$ cat src/rtl/spi_target_bridge.sv
// spi_target_bridge: SPI responder that turns serial frames into single req/ack register-bus transactions
//   clk, rst            clock and asynchronous active-high reset
//   cs_n, mosi, miso    serial link (frame select, data in, read data out)
//   ready, op_done, err one-cycle pulses: read data follows / transaction complete / bus timeout
//   bus_req, bus_we     bus request and direction, held until ack or timeout
//   bus_addr, bus_wdata request address and write data, stable while bus_req=1
//   bus_ack, bus_rdata  bus acknowledge and read data (valid with ack)
module spi_target_bridge #(
    parameter int ADDR_W      = 8,
    parameter int DATA_W      = 8,
    parameter int ACK_TIMEOUT = 16
) (
    input  logic              clk,
    input  logic              rst,
    input  logic              cs_n,
    input  logic              mosi,
    output logic              miso,
    output logic              ready,
    output logic              op_done,
    output logic              err,
    output logic              bus_req,
    output logic              bus_we,
    output logic [ADDR_W-1:0] bus_addr,
    output logic [DATA_W-1:0] bus_wdata,
    input  logic              bus_ack,
    input  logic [DATA_W-1:0] bus_rdata
);
    typedef enum logic [2:0] {IDLE, ADDR, WDATA, BUS, RDY, RDATA, DONE} state_t;
    localparam int MW = ADDR_W > DATA_W ? ADDR_W : DATA_W;
    localparam int CW = $clog2(MW + 1);
    localparam int TW = $clog2(ACK_TIMEOUT + 1);
    state_t            state, state_n;
    logic [CW-1:0]     cnt;
    logic [TW-1:0]     tcnt;
    logic              op;
    logic [DATA_W-1:0] rdata;
    logic              last_a, last_d, tout;
    assign last_a = cnt == CW'(ADDR_W - 1);
    assign last_d = cnt == CW'(DATA_W - 1);
    // ack in the final allowed cycle takes priority over the timeout
    assign tout = !bus_ack && tcnt == TW'(ACK_TIMEOUT - 1);
    assign bus_req = state == BUS;
    assign bus_we  = bus_req && op;
    assign ready   = state == RDY;
    assign op_done = state == DONE;
    assign miso    = state == RDATA && rdata[0];
    always_ff @(posedge clk or posedge rst)
        if (rst) state <= IDLE;
        else     state <= state_n;
    always_comb begin
        state_n = state;
        case (state)
            IDLE:    state_n = cs_n ? IDLE : ADDR;
            ADDR:    state_n = cs_n ? IDLE : last_a ? (op ? WDATA : BUS) : ADDR;
            WDATA:   state_n = cs_n ? IDLE : last_d ? BUS : WDATA;
            BUS:     state_n = bus_ack ? (op ? DONE : RDY) : tout ? IDLE : BUS;
            RDY:     state_n = RDATA;
            RDATA:   state_n = last_d ? DONE : RDATA;
            DONE:    state_n = IDLE;
            default: state_n = IDLE;
        endcase
    end
    // bit counter restarts on every state change, so each phase counts from zero
    always_ff @(posedge clk or posedge rst)
        if (rst) begin
            cnt       <= '0;
            tcnt      <= '0;
            op        <= 1'b0;
            err       <= 1'b0;
            bus_addr  <= '0;
            bus_wdata <= '0;
            rdata     <= '0;
        end else begin
            cnt  <= state_n != state ? '0 : cnt + 1'b1;
            tcnt <= state == BUS ? tcnt + 1'b1 : '0;
            err  <= state == BUS && tout;
            if (state == IDLE && !cs_n) op <= mosi;
            if (state == ADDR && !cs_n) bus_addr <= ADDR_W'({mosi, bus_addr} >> 1);
            if (state == WDATA && !cs_n) bus_wdata <= DATA_W'({mosi, bus_wdata} >> 1);
            if (state == BUS && bus_ack) rdata <= bus_rdata;
            else if (state == RDATA) rdata <= rdata >> 1;
        end
endmodule
$ cat config.mk
export PLATFORM = sky130hd
export DESIGN_NAME = spi_target_bridge
export DESIGN_NICKNAME = d
export VERILOG_FILES = /design/src/rtl/spi_target_bridge.sv
export SDC_FILE = /design/constraint.sdc
export NUM_CORES = 1
export LEC_CHECK = 0
export ABC_AREA = 1
export ABC_CLOCK_PERIOD_IN_PS = 2050
export CAP_MARGIN = 20
export CORE_MARGIN = 2
export CORE_UTILIZATION = 50
export DETAILED_ROUTE_END_ITERATION = 6
export GPL_ROUTABILITY_DRIVEN = 0
export GPL_TIMING_DRIVEN = 0
export HOLD_SLACK_MARGIN = 0.15
export PLACE_DENSITY = 0.78
export SKIP_LAST_GASP = 1
export SYNTH_ARGS = -nofsm -noshare
export SYNTH_HDL_FRONTEND = slang
export SYNTH_SLANG_ARGS = --single-unit
$ cat constraint.sdc
create_clock -name clk -period 2.05 [get_ports clk]
set_clock_uncertainty 0.05 [all_clocks]
set_input_delay 0.205 -clock clk [delete_from_list [all_inputs] [get_ports clk]]
set_output_delay 0.205 -clock clk [all_outputs]
set_load 0.02 [all_outputs]
# ---- Yosys cells after proc, flatten, opt, wreduce, memory -nomap -nowiden
# Cells that the tools add are included.
dict set report classes {
  n_addsub 2
  eq_ne 9
  mux 15
  n_reduce_logical 12
}
# op n
set op_table {}
lappend op_table {{3-bit case mux with 6 select lines} 1}
lappend op_table {{8-bit 2-to-1 mux} 2}
lappend op_table {{2-bit 2-to-1 mux} 6}
lappend op_table {{3-bit == test, second input constant} 3}
lappend op_table {{1-bit logical AND} 8}
lappend op_table {{3-bit by 2-bit == test with 1-bit output, second input constant} 2}
lappend op_table {{5-bit by 1-bit adder with 5-bit output, second input constant} 1}
lappend op_table {{5-bit by 4-bit == test with 1-bit output, second input constant} 1}
lappend op_table {{5-bit 2-to-1 mux} 1}
lappend op_table {{4-bit by 1-bit adder with 4-bit output, second input constant} 1}
lappend op_table {{4-bit by 3-bit == test with 1-bit output, second input constant} 1}
lappend op_table {{4-bit 2-to-1 mux} 1}
lappend op_table {{3-bit by 1-bit == test with 1-bit output, second input constant} 1}
lappend op_table {{3-bit zero test} 1}
lappend op_table {{1-bit 2-to-1 mux} 3}
lappend op_table {{3-bit 2-to-1 mux} 1}
lappend op_table {{3-bit != test} 1}
lappend op_table {{1-bit zero test} 2}
lappend op_table {{2-bit nonzero test} 1}
dict set report word_totals {
  reg_bits 38
  output_inout_bits 22
  elab_cells 46
}

# ---- Depth between registers and ports, before layout
# Gate-level depths: netlist (run 1).
dict set report depth {
  depth_word 7
  mapped_depth 13
}

# ---- Worst setup path before layout (run 1)
# OpenSTA, ideal clock, no wires.
dict set report synth_path {
  path_kind {reg2reg}
  start {register tcnt[0]}
  end {register cnt[0]}
  setup_ns 0.071
  t_arrival_ns 1.384
  setup_slack_ns 0.545
  path_stages_with_launch 10
  path_cell_list {dfrtp_1 > ha_1 > nand2_1 > nor2_1 > ha_1 > nand2_1 > nand3_1 > a31oi_1 > nand2_2 > nor2_1}
}
dict set report synth_between {
  elab_chain_len 7
}
# item line
set synth_lines {}
lappend synth_lines {{from (decl)} 34} ;# logic [TW-1:0] tcnt;
lappend synth_lines {{from (signal assigned)} 75} ;# tcnt <= state == BUS ? tcnt + 1'b1 : '0;
lappend synth_lines {{5-bit by 4-bit == test with 1-bit output} 41} ;# assign tout = !bus_ack && tcnt == TW'(ACK_TIMEOUT - 1);
lappend synth_lines {{1-bit logical AND} 41}
lappend synth_lines {{2-bit 2-to-1 mux} 56} ;# BUS: state_n = bus_ack ? (op ? DONE : RDY) : tout ? IDLE : BUS;
lappend synth_lines {{3-bit 2-to-1 mux} 56}
lappend synth_lines {{3-bit case mux with 6 select lines} 52} ;# case (state)
lappend synth_lines {{3-bit != test} 74} ;# cnt <= state_n != state ? '0 : cnt + 1'b1;
lappend synth_lines {{4-bit 2-to-1 mux} 74}
lappend synth_lines {{to (signal assigned)} 74}
lappend synth_lines {{to (decl)} 33} ;# logic [CW-1:0] cnt;
# Every way passes these cells.
# A chain may end at the register's enable or synchronous reset.

# ---- Worst setup path after layout (run 1)
dict set report layout_path {
  start {register state[2]}
  end {output op_done}
}
dict set report layout_between {
  elab_chain_len 1
}
# item line
set layout_lines {}
lappend layout_lines {{from (decl)} 32} ;# state_t state, state_n;
lappend layout_lines {{from (signal assigned)} 49} ;# else state <= state_n;
lappend layout_lines {{3-bit == test} 45} ;# assign op_done = state == DONE;
lappend layout_lines {{to (decl)} 19} ;# output logic op_done,
# Every way passes these cells.

==> qor.yml, run 1 <==
timing:
  fin_crit_sh: 0.938
  hold_violations: 0
  period_needed_ns: 1.92
  slew_violations: 0
  max_slew_margin: 0.454
  setup_tns_ns: 0
  fmaxAchievable_ghz: 0.520
  setup_viol: 0
  tightest_slew_ns: 0.817
  rsz0062_at_grt: "no"
synthesis:
  avgSynthCellArea_um2: 9.66
  synthTopCellsByArea: "dfrtp_1, nand2_1, inv_1, nor2_1, o221ai_1"
  syn_nets: 193
  synth_edf_count: 0
  yosys_warnings: 0
  netlist_area_mm2: 0.00171
  synth_top_cell_by_area: "dfrtp_1"
  seq_area_frac_synth: 0.556
  synth_most_common_cell: "nand2_1"
  synthTopCellsByCount: "nand2_1, dfrtp_1, inv_1"
  synth_top_area_frac: 0.556
  async_flop_share: 1.00
  synth-seq-cells: 38
  synth_flop_cell: "dfrtp_1"
  netlist_instances: 177
  synthDistinctLibCells: 26
placement:
  dpl.hpwl_mm: 2.35
  dp_cells: 258
  port_buffers: 34
worst_setup_path:
  max_stage_delay_ns: 0.62
  crit_family: "buffers and inverters"
  worstPathCellList: "nand2_1 > nor2_1 > clkdlybuf4s50_1"
  crit_path_start_kind: "register"
  crit_slowest_cell: "clkdlybuf4s50_1"
  cp-end-kind: "output pin"
  path_max_fanout: 6
  critPathKind: "register to output pin"
  path_buf_inv: 1
  required_ns: 1.79
  crit_arrival_ns: 1.67
detailed_routing:
  wl_per_cell_um: 11.3
  dr.pass1.iters: 4
  drt_iter0_markers: 29
  ant_nets: 0
  drc: 0
  viasPerCell: 4.99
  vias: 1328
  drt-total-wl_mm: 3.01
flow_run:
  cap_viol_max_count: 0
clocking:
  cts_buffer_depth: 2
  cts_made_buffers: 5
  clk_latency_ns: 0.34
  clk_pin_slew_ns: 0.11
  cts_tree: "yes"
  clock-sinks: 38
  clock-root-buffer: "clkbuf_4"
  htreeDepth: 2
layout:
  nFillCells: 290
  finalNonFillerCells: 266
  multi_input_area_um2: 648
  regArea_um2: 951
  final_core_util: 0.664
  fin_nets: 235
  n_antenna_cell: 0
  drive_gt1_frac: 0.141
  area_delta_synth_final_pct: 28.5
pwr:
  p_per_area_mw_per_mm2: 962
  leakagePower_nw: 1.12
  finalPower_mw: 2.11
  peakVddDrop_v: 0.000700
grt:
  grt_usage: 0.182
  grt_pass1_wl_mm: 5.60
  grt_pass1_vias: 1294
  grt.overflow.total: 0
  antenna_found_initial: 0
  grt_max_degree: 21
die:
  design.core.area_mm2: 0.00331
  fp.dieH_um: 62.5
  initial_utilization: 0.517
  dieArea_mm2: 0.00390
  num_io_pins: 35
  die_w_um: 62.5
  rows: 21
min_path:
  min-delay-path-class: "primary input to async pin"
outcome:
  status: "complete, no violations"
logic make-up (layout without fill, tap and decap cells):
logic type,after synthesis,in the layout,synth area share
XOR/XNOR,2,2,0.0102
AO/OA/AOI/OAI,19,19,0.0746
flip-flops,38,38,0.556
buffers and inverters,26,69,0.0651
multiplexers,7,7,0.0461
AND/OR/NAND/NOR,82,82,0.226
adder cells (fa/ha/maj),3,3,0.0219
per-stage QoR:
stage / worst slack, ns / hold slack (ns) / instance area [µm²]
final: 0.126 / 0.264 / 2200
after global routing: 0.00583 / 0.305 / 2200
after CTS: 0.0502 / 0.284 / 2190
after detailed placement: 0.237 / 0.401 / 2140
after global placement: 0.195 / 0.393 / 2110
after floorplan: 0.545 / 0.276 / 1710
metal layers:
layer	up-vias	global-route usage	routed length, µm
met5	-	0	0
met4	0	0.0667	46
met3	5	0.0559	138
met2	24	0.316	1520
met1	645	0.212	1310
li1	654	-	-
path summary, 6_finish.rpt:
check	startpoint	endpoint	slack, ns	cells after the start
max reg2reg	tcnt[0]$_DFF_PP0_	cnt[3]$_DFF_PP0_	0.41	9
max in group asynchronous	rst	tcnt[0]$_DFF_PP0_	1.12	3
min	rst	bus_addr[6]$_DFFE_PP0P_	0.26	2
max	state[2]$_DFF_PP0_	op_done	0.13	3
min reg2reg	tcnt[0]$_DFF_PP0_	tcnt[0]$_DFF_PP0_	0.42	1
min in group clk	bus_rdata[7]	rdata[7]$_DFFE_PP0P_	0.38	3
where the power goes:
group / total, mW / internal [mW] / switching [mW]
clock network: 0.399 / 0.166 / 0.232
registers: 0.999 / 0.906 / 0.0921
logic: 0.717 / 0.309 / 0.408
total: 2.11 / 1.38 / 0.732
layout by cell type (no fill, tap or decap), types with 2 or more instances in the layout:
master,synthesis,final
mux2_1,2,2
o221ai_1,7,7
nor2_1,17,17
a31oi_1,2,2
inv_1,20,20
ha_1,3,3
nand2_1,47,47
a21oi_1,3,3
nand3b_1,2,2
dfrtp_1,38,38
nand2_2,5,5
inv_2,2,2
clkdlybuf4s50_1,0,30
nand3_2,2,2
o21ai_0,6,6
dlymetal6s2s_1,0,2
nor2_4,2,2
nand3_1,4,4
mux2_2,5,5
buf_4,2,2
dlygate4sd2_1,0,2
clkbuf_4,1,6
what timing repair did:
item | CTS | global route
hold buffers | 0 | 0
resized for setup | 2 | 2
buffers inserted | 0 | 0
endpoints found under the setup margin | 2 | 2
flip-flops by register name, indices dropped and copies added, names as in the netlist:
signal / flops
op: 1
err: 1
tcnt: 5
bus_wdata: 8
bus_addr: 8
cnt: 4
state: 3
rdata: 8
area by class of cell:
class	count	area share
flip-flops and latches	38	0.433
multi-input cells	113	0.295
repair buffers	35	0.168
inverters	23	0.0404
well taps	46	0.0262
clock buffers	7	0.0250
plain buffers	3	0.0102
clock inverters	1	0.00228
Power figures use the tool's default switching activity.
==> run 2: changes to the inputs <==
--- a/config.mk
+++ b/config.mk
@@ -6,15 +6,15 @@
 export NUM_CORES = 1
 export LEC_CHECK = 0
 export ABC_AREA = 1
-export ABC_CLOCK_PERIOD_IN_PS = 2050
+export ABC_CLOCK_PERIOD_IN_PS = 1830
 export CAP_MARGIN = 20
 export CORE_MARGIN = 2
-export CORE_UTILIZATION = 50
+export CORE_UTILIZATION = 45
 export DETAILED_ROUTE_END_ITERATION = 6
 export GPL_ROUTABILITY_DRIVEN = 0
 export GPL_TIMING_DRIVEN = 0
 export HOLD_SLACK_MARGIN = 0.15
-export PLACE_DENSITY = 0.78
+export PLACE_DENSITY = 0.71
 export SKIP_LAST_GASP = 1
 export SYNTH_ARGS = -nofsm -noshare
 export SYNTH_HDL_FRONTEND = slang
==> constraint.sdc (replaced) <==
create_clock -name clk -period 1.83 [get_ports clk]
set_clock_uncertainty 0.05 [all_clocks]
set_input_delay 0.183 -clock clk [delete_from_list [all_inputs] [get_ports clk]]
set_output_delay 0.183 -clock clk [all_outputs]
set_load 0.02 [all_outputs]
==> qor.yml, run 2 (synthesis gave the netlist of run 1 again) <==
outcome:
  status: "complete, no violations"
die:
  initial_utilization: 0.467  # -0.0494
  design.core.area_mm2: 0.00366  # +11%
  dieArea_mm2: 0.00431  # +10%
  rows: 22  # +4.8%
  die_w_um: 65.7  # +5.1%
  num_io_pins: 35  # unchanged
  fp.dieH_um: 65.7  # +5.1%
grt:
  grt_max_degree: 21  # unchanged
  antenna_found_initial: 0  # unchanged
  grt.overflow.total: 0  # unchanged
  grt_usage: 0.168  # -0.0135
  grt_pass1_vias: 1273  # -1.6%
  grt_pass1_wl_mm: 5.45  # -2.7%
worst_setup_path:
  ff2ff_path_depth: 9  # unchanged
  cp-end-kind: "register"
  r2r_slack_ns: 0.12  # -0.29 ns
  crit_path_start_kind: "register"
  required_ns: 1.99  # +0.20 ns
  r2r_start: "tcnt[0]$_DFF_PP0_"
  path_max_fanout: 4  # -2
  critPathKind: "register to register"
  r2r_end: "cnt[2]$_DFF_PP0_"
  crit_arrival_ns: 1.87  # +0.20 ns
min_path:
  min-delay-path-class: "primary input to async pin"
clocking:
  post_cts_buffers: 0  # unchanged
  htreeDepth: 2  # unchanged
  cts_buffer_depth: 2  # unchanged
  clk_pin_slew_ns: 0.07  # -0.04 ns
  cts_tree: "yes"
  clock-sinks: 38  # unchanged
  clk_latency_ns: 0.28  # -0.06 ns
  clock-root-buffer: "clkbuf_8"
  cts_made_buffers: 5  # unchanged
  hold_buffers: 0  # unchanged
detailed_routing:
  drc: 0  # unchanged
  wl_per_cell_um: 11.9  # +5.0%
  drt-total-wl_mm: 3.18  # +5.7%
  viasPerCell: 4.88  # -2.2%
  ant_nets: 0  # unchanged
  vias: 1308  # -1.5%
  dr.pass1.iters: 4  # unchanged
  met1_length_mm: 1.41  # +8.0%
  drt_iter0_markers: 25  # -14%
  highest_layer: "met4"
  wl_met2_mm: 1.57  # +3.1%
  route.met3.wl_um: 171  # +24%
layout:
  area_delta_synth_final_pct: 29.8
  fin_nets: 235  # unchanged
  nFillCells: 329  # +13%
  drive_gt1_frac: 0.155  # +0.0136
  layout_commonest_cell: "nand2_1"
  final_cell_mix: "nand2_1, dfrtp_1, clkdlybuf4s50_1"
  final_core_util: 0.607  # -0.0574
  n_antenna_cell: 0  # unchanged
  reg.largest.list: "bus_addr x8, bus_wdata x8, rdata x8"
placement:
  preCtsSetupSlack_ns: 0.0570  # -0.180 ns
  dpl.hpwl_mm: 2.44  # +3.8%
  port_buffers: 34  # unchanged
timing:
  setup_ws_ns: 0.116  # -0.0105 ns
  fmaxAchievable_ghz: 0.583
  hold_violations: 0  # unchanged
  period_needed_ns: 1.71
  slew_violations: 0  # unchanged
  whs_ns: 0.279  # +0.0145 ns
  tightest_slew_ns: 0.759  # -0.0589 ns
  max_slew_margin: 0.494  # +0.0393
  fin_crit_sh: 0.937
  setup_viol: 0  # unchanged
  rsz0062_at_grt: "no"
pwr:
  p_int_mw: 1.67  # +21%
  p_sw_frac: 0.338  # -0.00801
  switchingPower_uw: 852  # +16%
  p_seq_frac: 0.448  # -0.024
  p_per_area_mw_per_mm2: 1130  # +18%
  power.combinational.fraction: 0.323  # -0.016
  leakagePower_nw: 1.12  # -0.43%
  pwr-share-clk: 0.229  # +0.040
  peakVddDrop_v: 0.000510  # -27%
flow_run:
  cap_viol_max_count: 0  # unchanged
-- run 2: cell types whose count changed in the layout (fill, tap and decap cells not counted), sizes merged --
cell and change:
clkbuf +2, clkdlybuf4s50 -1, dlymetal6s2s -1
-- run 2: critical path: stages, from the launching register on --
cell and delay [ns]:
dfrtp_1 0.40, ha_1 0.23, nand2_1 0.07, nor2_1 0.04, ha_1 0.18, nand2_1 0.09, nand3_1 0.10, a31oi_1 0.22
nand2_2 0.11, nor2_1 0.13
-- run 2: worst max path at each step --
stage / startpoint / endpoint / slack, ns / depth (start not counted)
final: tcnt[0]$_DFF_PP0_ / cnt[2]$_DFF_PP0_ / 0.12 / 9
after global routing: tcnt[0]$_DFF_PP0_ / cnt[2]$_DFF_PP0_ / 0.002 / 9
after CTS: state[1]$_DFF_PP0_ / miso / 0.01 / 5
after detailed placement: state[1]$_DFF_PP0_ / miso / 0.06 / 5
after global placement: rst / bus_addr[3]$_DFFE_PP0P_ / -0.002 / 2
after floorplan: tcnt[0]$_DFF_PP0_ / cnt[0]$_DFF_PP0_ / 0.32 / 9
-- run 2: metrics by stage --
stage | TNS, ns | instances | cell area [µm²] | total power, mW
6_report | 0 | 268 | 2220 | 2.52
5_1_grt | 0 | 268 | 2220 | 2.69
4_1_cts | 0 | 268 | 2230 | 2.55
3_5_place_dp | 0 | 260 | 2140 | 1.97
3_3_place_gp | -0.0498 | 259 | 2110 | 1.91
2_1_floorplan | 0 | 177 | 1710 | 1.65
-- run 2: cell type report --
cell class,instances,area (µm²),share of cell area
Timing Repair Buffer,35,358,0.161
Sequential cell,38,952,0.429
Clock buffer,7,86.3,0.0389
Buffer,3,22.5,0.0101
Inverter,23,88.8,0.0400
Tap cell,48,60.1,0.0270
Multi-Input combinational cell,113,648,0.292
Clock inverter,1,5.00,0.00225
-- run 2: repair_timing --
item	4_1_cts	5_1_grt
resized for setup	5	5
endpoints found under the setup margin	5	3
cloned	0	0
-- run 2: metal layers --
layer | vias up | global-route usage
met4 | 0 | 0.0625
met1 | 622 | 0.191
met2 | 29 | 0.293
met5 | - | 0
li1 | 653 | -
met3 | 4 | 0.0548
-- run 2: power groups by stage --
| stage | Combinational (mW) | Clock [mW] | Sequential (mW) |
|---|---|---|---|
| 6_report | 0.815 | 0.576 | 1.13 |
| 5_1_grt | 0.905 | 0.631 | 1.15 |
| 4_1_cts | 0.824 | 0.594 | 1.13 |
| 3_5_place_dp | 0.823 | 0 | 1.14 |
| 3_3_place_gp | 0.777 | 0 | 1.13 |
| 2_1_floorplan | 0.432 | 0 | 1.22 |
==> run 3: changes to the inputs <==
--- a/config.mk
+++ b/config.mk
@@ -9,12 +9,11 @@
 export ABC_CLOCK_PERIOD_IN_PS = 1830
 export CAP_MARGIN = 20
 export CORE_MARGIN = 2
-export CORE_UTILIZATION = 45
+export CORE_UTILIZATION = 40
 export DETAILED_ROUTE_END_ITERATION = 6
 export GPL_ROUTABILITY_DRIVEN = 0
 export GPL_TIMING_DRIVEN = 0
 export HOLD_SLACK_MARGIN = 0.15
-export PLACE_DENSITY = 0.71
 export SKIP_LAST_GASP = 1
 export SYNTH_ARGS = -nofsm -noshare
 export SYNTH_HDL_FRONTEND = slang
==> qor.yml, run 3 (synthesis gave the netlist of run 1 again) <==
pwr:
  p_int_mw: 1.63  # -2.3%
  finalPower_mw: 2.47  # -2.0%
  p_per_area_mw_per_mm2: 1130  # -0.81%
  pwr-share-clk: 0.213  # -0.016
  power.combinational.fraction: 0.330  # +0.007
  switchingPower_uw: 841  # -1.3%
  p_seq_frac: 0.457  # +0.009
  leakagePower_nw: 1.09  # -2.1%
  peakVddDrop_v: 0.000550  # +7.8%
  p_sw_frac: 0.341  # +0.00231
die:
  num_io_pins: 35  # unchanged
  initial_utilization: 0.422  # -0.0457
  fp.dieH_um: 69.4  # +5.7%
  rows: 23  # +4.5%
  dieArea_mm2: 0.00481  # +12%
  design.core.area_mm2: 0.00406  # +11%
  die_w_um: 69.4  # +5.7%
timing:
  hold_violations: 0  # unchanged
  rsz0062_at_grt: "no"
  tightest_slew_ns: 0.769  # +0.0107 ns
  fin_crit_sh: 0.923  # -0.0139
  setup_viol: 0  # unchanged
  max_slew_margin: 0.486  # -0.00732
  period_needed_ns: 1.69  # -0.0254 ns
  fmaxAchievable_ghz: 0.592  # +1.5%
  setup_ws_ns: 0.141  # +0.0254 ns
  slew_violations: 0  # unchanged
flow_run:
  cap_viol_max_count: 0  # unchanged
clocking:
  hold_buffers: 0  # unchanged
  clk_latency_ns: 0.28  # about the same
  clk_pin_slew_ns: 0.07  # about the same
  clock-root-buffer: "clkbuf_8"
  cts_tree: "yes"
  cts_made_buffers: 5  # unchanged
  htreeDepth: 2  # unchanged
  clock-sinks: 38  # unchanged
  cts_buffer_depth: 2  # unchanged
layout:
  area_delta_synth_final_pct: 28.3
  layout_commonest_cell: "nand2_1"
  n_antenna_cell: 0  # unchanged
  reg.largest.list: "bus_addr x8, bus_wdata x8, rdata x8"
  final_cell_mix: "nand2_1, dfrtp_1, clkdlybuf4s50_1"
  drive_gt1_frac: 0.165  # +0.0106
  fin_nets: 234  # -0.43%
detailed_routing:
  viasPerCell: 4.76  # -2.4%
  vias: 1277  # -2.4%
  dr.pass1.iters: 4  # unchanged
  wl_per_cell_um: 11.8  # -0.28%
  ant_nets: 0  # unchanged
  drt_iter0_markers: 55  # +120%
  drt-total-wl_mm: 3.17  # -0.28%
  drc: 0  # unchanged
worst_setup_path:
  crit_arrival_ns: 1.85  # -0.02 ns
  critPathKind: "register to register"
  max_stage_delay_ns: 0.40  # about the same
  crit_slowest_cell: "dfrtp_1"
  path_max_fanout: 4  # unchanged
  r2r_slack_ns: 0.14  # +0.03 ns
  required_ns: 1.99  # about the same
  crit_family: "simple AND/OR/NAND/NOR gates"
  worstPathCellList: "ha_1 > nand2_1 > nor2_1 > ha_1 > nand2_1 > nand3_1 > a31oi_2 > nand2_2 > nor2_2"
  path_buf_inv: 0  # unchanged
  cp-end-kind: "register"
  crit_path_start_kind: "register"
placement:
  dpl.hpwl_mm: 2.31  # -5.3%
  port_buffers: 34  # unchanged
  preCtsSetupSlack_ns: 0.0461  # -0.0109 ns
grt:
  grt_usage: 0.142  # -0.0268
  grt.overflow.total: 0  # unchanged
  grt_pass1_vias: 1234  # -3.1%
  grt_pass1_wl_mm: 5.46  # +0.11%
  antenna_found_initial: 0  # unchanged
  grt_max_degree: 39  # +86%
outcome:
  status: "complete, no violations"
min_path:
  min-delay-path-class: "primary input to async pin"
[run 3: routing by layer]
metal	GRT usage	vias to the layer above	part of all wire
li1	-	648	-
met1	0.175	598	0.45
met2	0.231	27	0.49
met3	0.0552	4	0.049
met4	0.0392	0	0.0091
met5	0	-	0
[run 3: path summary, 6_finish.rpt]
| kind | from | end | cells after the start |
|---|---|---|---|
| worst max-delay path | tcnt[0]$_DFF_PP0_ | cnt[0]$_DFF_PP0_ | 9 |
| worst min-delay path | rst | bus_addr[1]$_DFFE_PP0P_ | 2 |
| worst max register to register | tcnt[0]$_DFF_PP0_ | cnt[0]$_DFF_PP0_ | 9 |
| worst min register to register | tcnt[0]$_DFF_PP0_ | tcnt[0]$_DFF_PP0_ | 1 |
| max in group asynchronous | rst | state[2]$_DFF_PP0_ | 2 |
| min in group clk | tcnt[0]$_DFF_PP0_ | tcnt[0]$_DFF_PP0_ | 1 |
[run 3: final cells by class]
type	instances	area, µm²
Tap cell	50	62.6
Sequential cell	38	952
Clock buffer	7	76.3
Fill cell	379	1860
Timing Repair Buffer	34	330
Multi-Input combinational cell	113	662
Buffer	3	22.5
Inverter	23	88.8
[run 3: through the flow]
stage               area, µm²  TNS, ns   util  hold WS (ns)  std cells
floorplan                1710        0      -         0.254        177
global placement         2110    -2.13  0.521         0.393        261
detailed placement       2110        0  0.521         0.409        261
CTS                      2190        0  0.539         0.333        268
global route             2190        0  0.541         0.355        268
finish                   2190        0  0.541         0.304        268
[run 3: worst reg2reg max path, cell delays in order (launching register included)]
cell	delay, ns
dfrtp_1	0.40
ha_1	0.23
nand2_1	0.07
nor2_1	0.04
ha_1	0.19
nand2_1	0.09
nand3_1	0.13
a31oi_2	0.21
nand2_2	0.12
nor2_2	0.10
[run 3: power groups by stage]
stage / registers [mW] / clock network, mW / logic (mW)
global placement: 1.13 / 0 / 0.781
CTS: 1.13 / 0.545 / 0.807
detailed placement: 1.14 / 0 / 0.807
global route: 1.15 / 0.585 / 0.909
finish: 1.13 / 0.525 / 0.815
floorplan: 1.22 / 0 / 0.432
[run 3: timing repair]
action / 4_1_cts / 5_1_grt
setup endpoints to repair: 5 / 6
setup buffers: 0 / 0
endpoints found under the hold margin: 0 / 0
resized for setup: 5 / 9
pin swaps: 0 / 2
cloned: 0 / 0
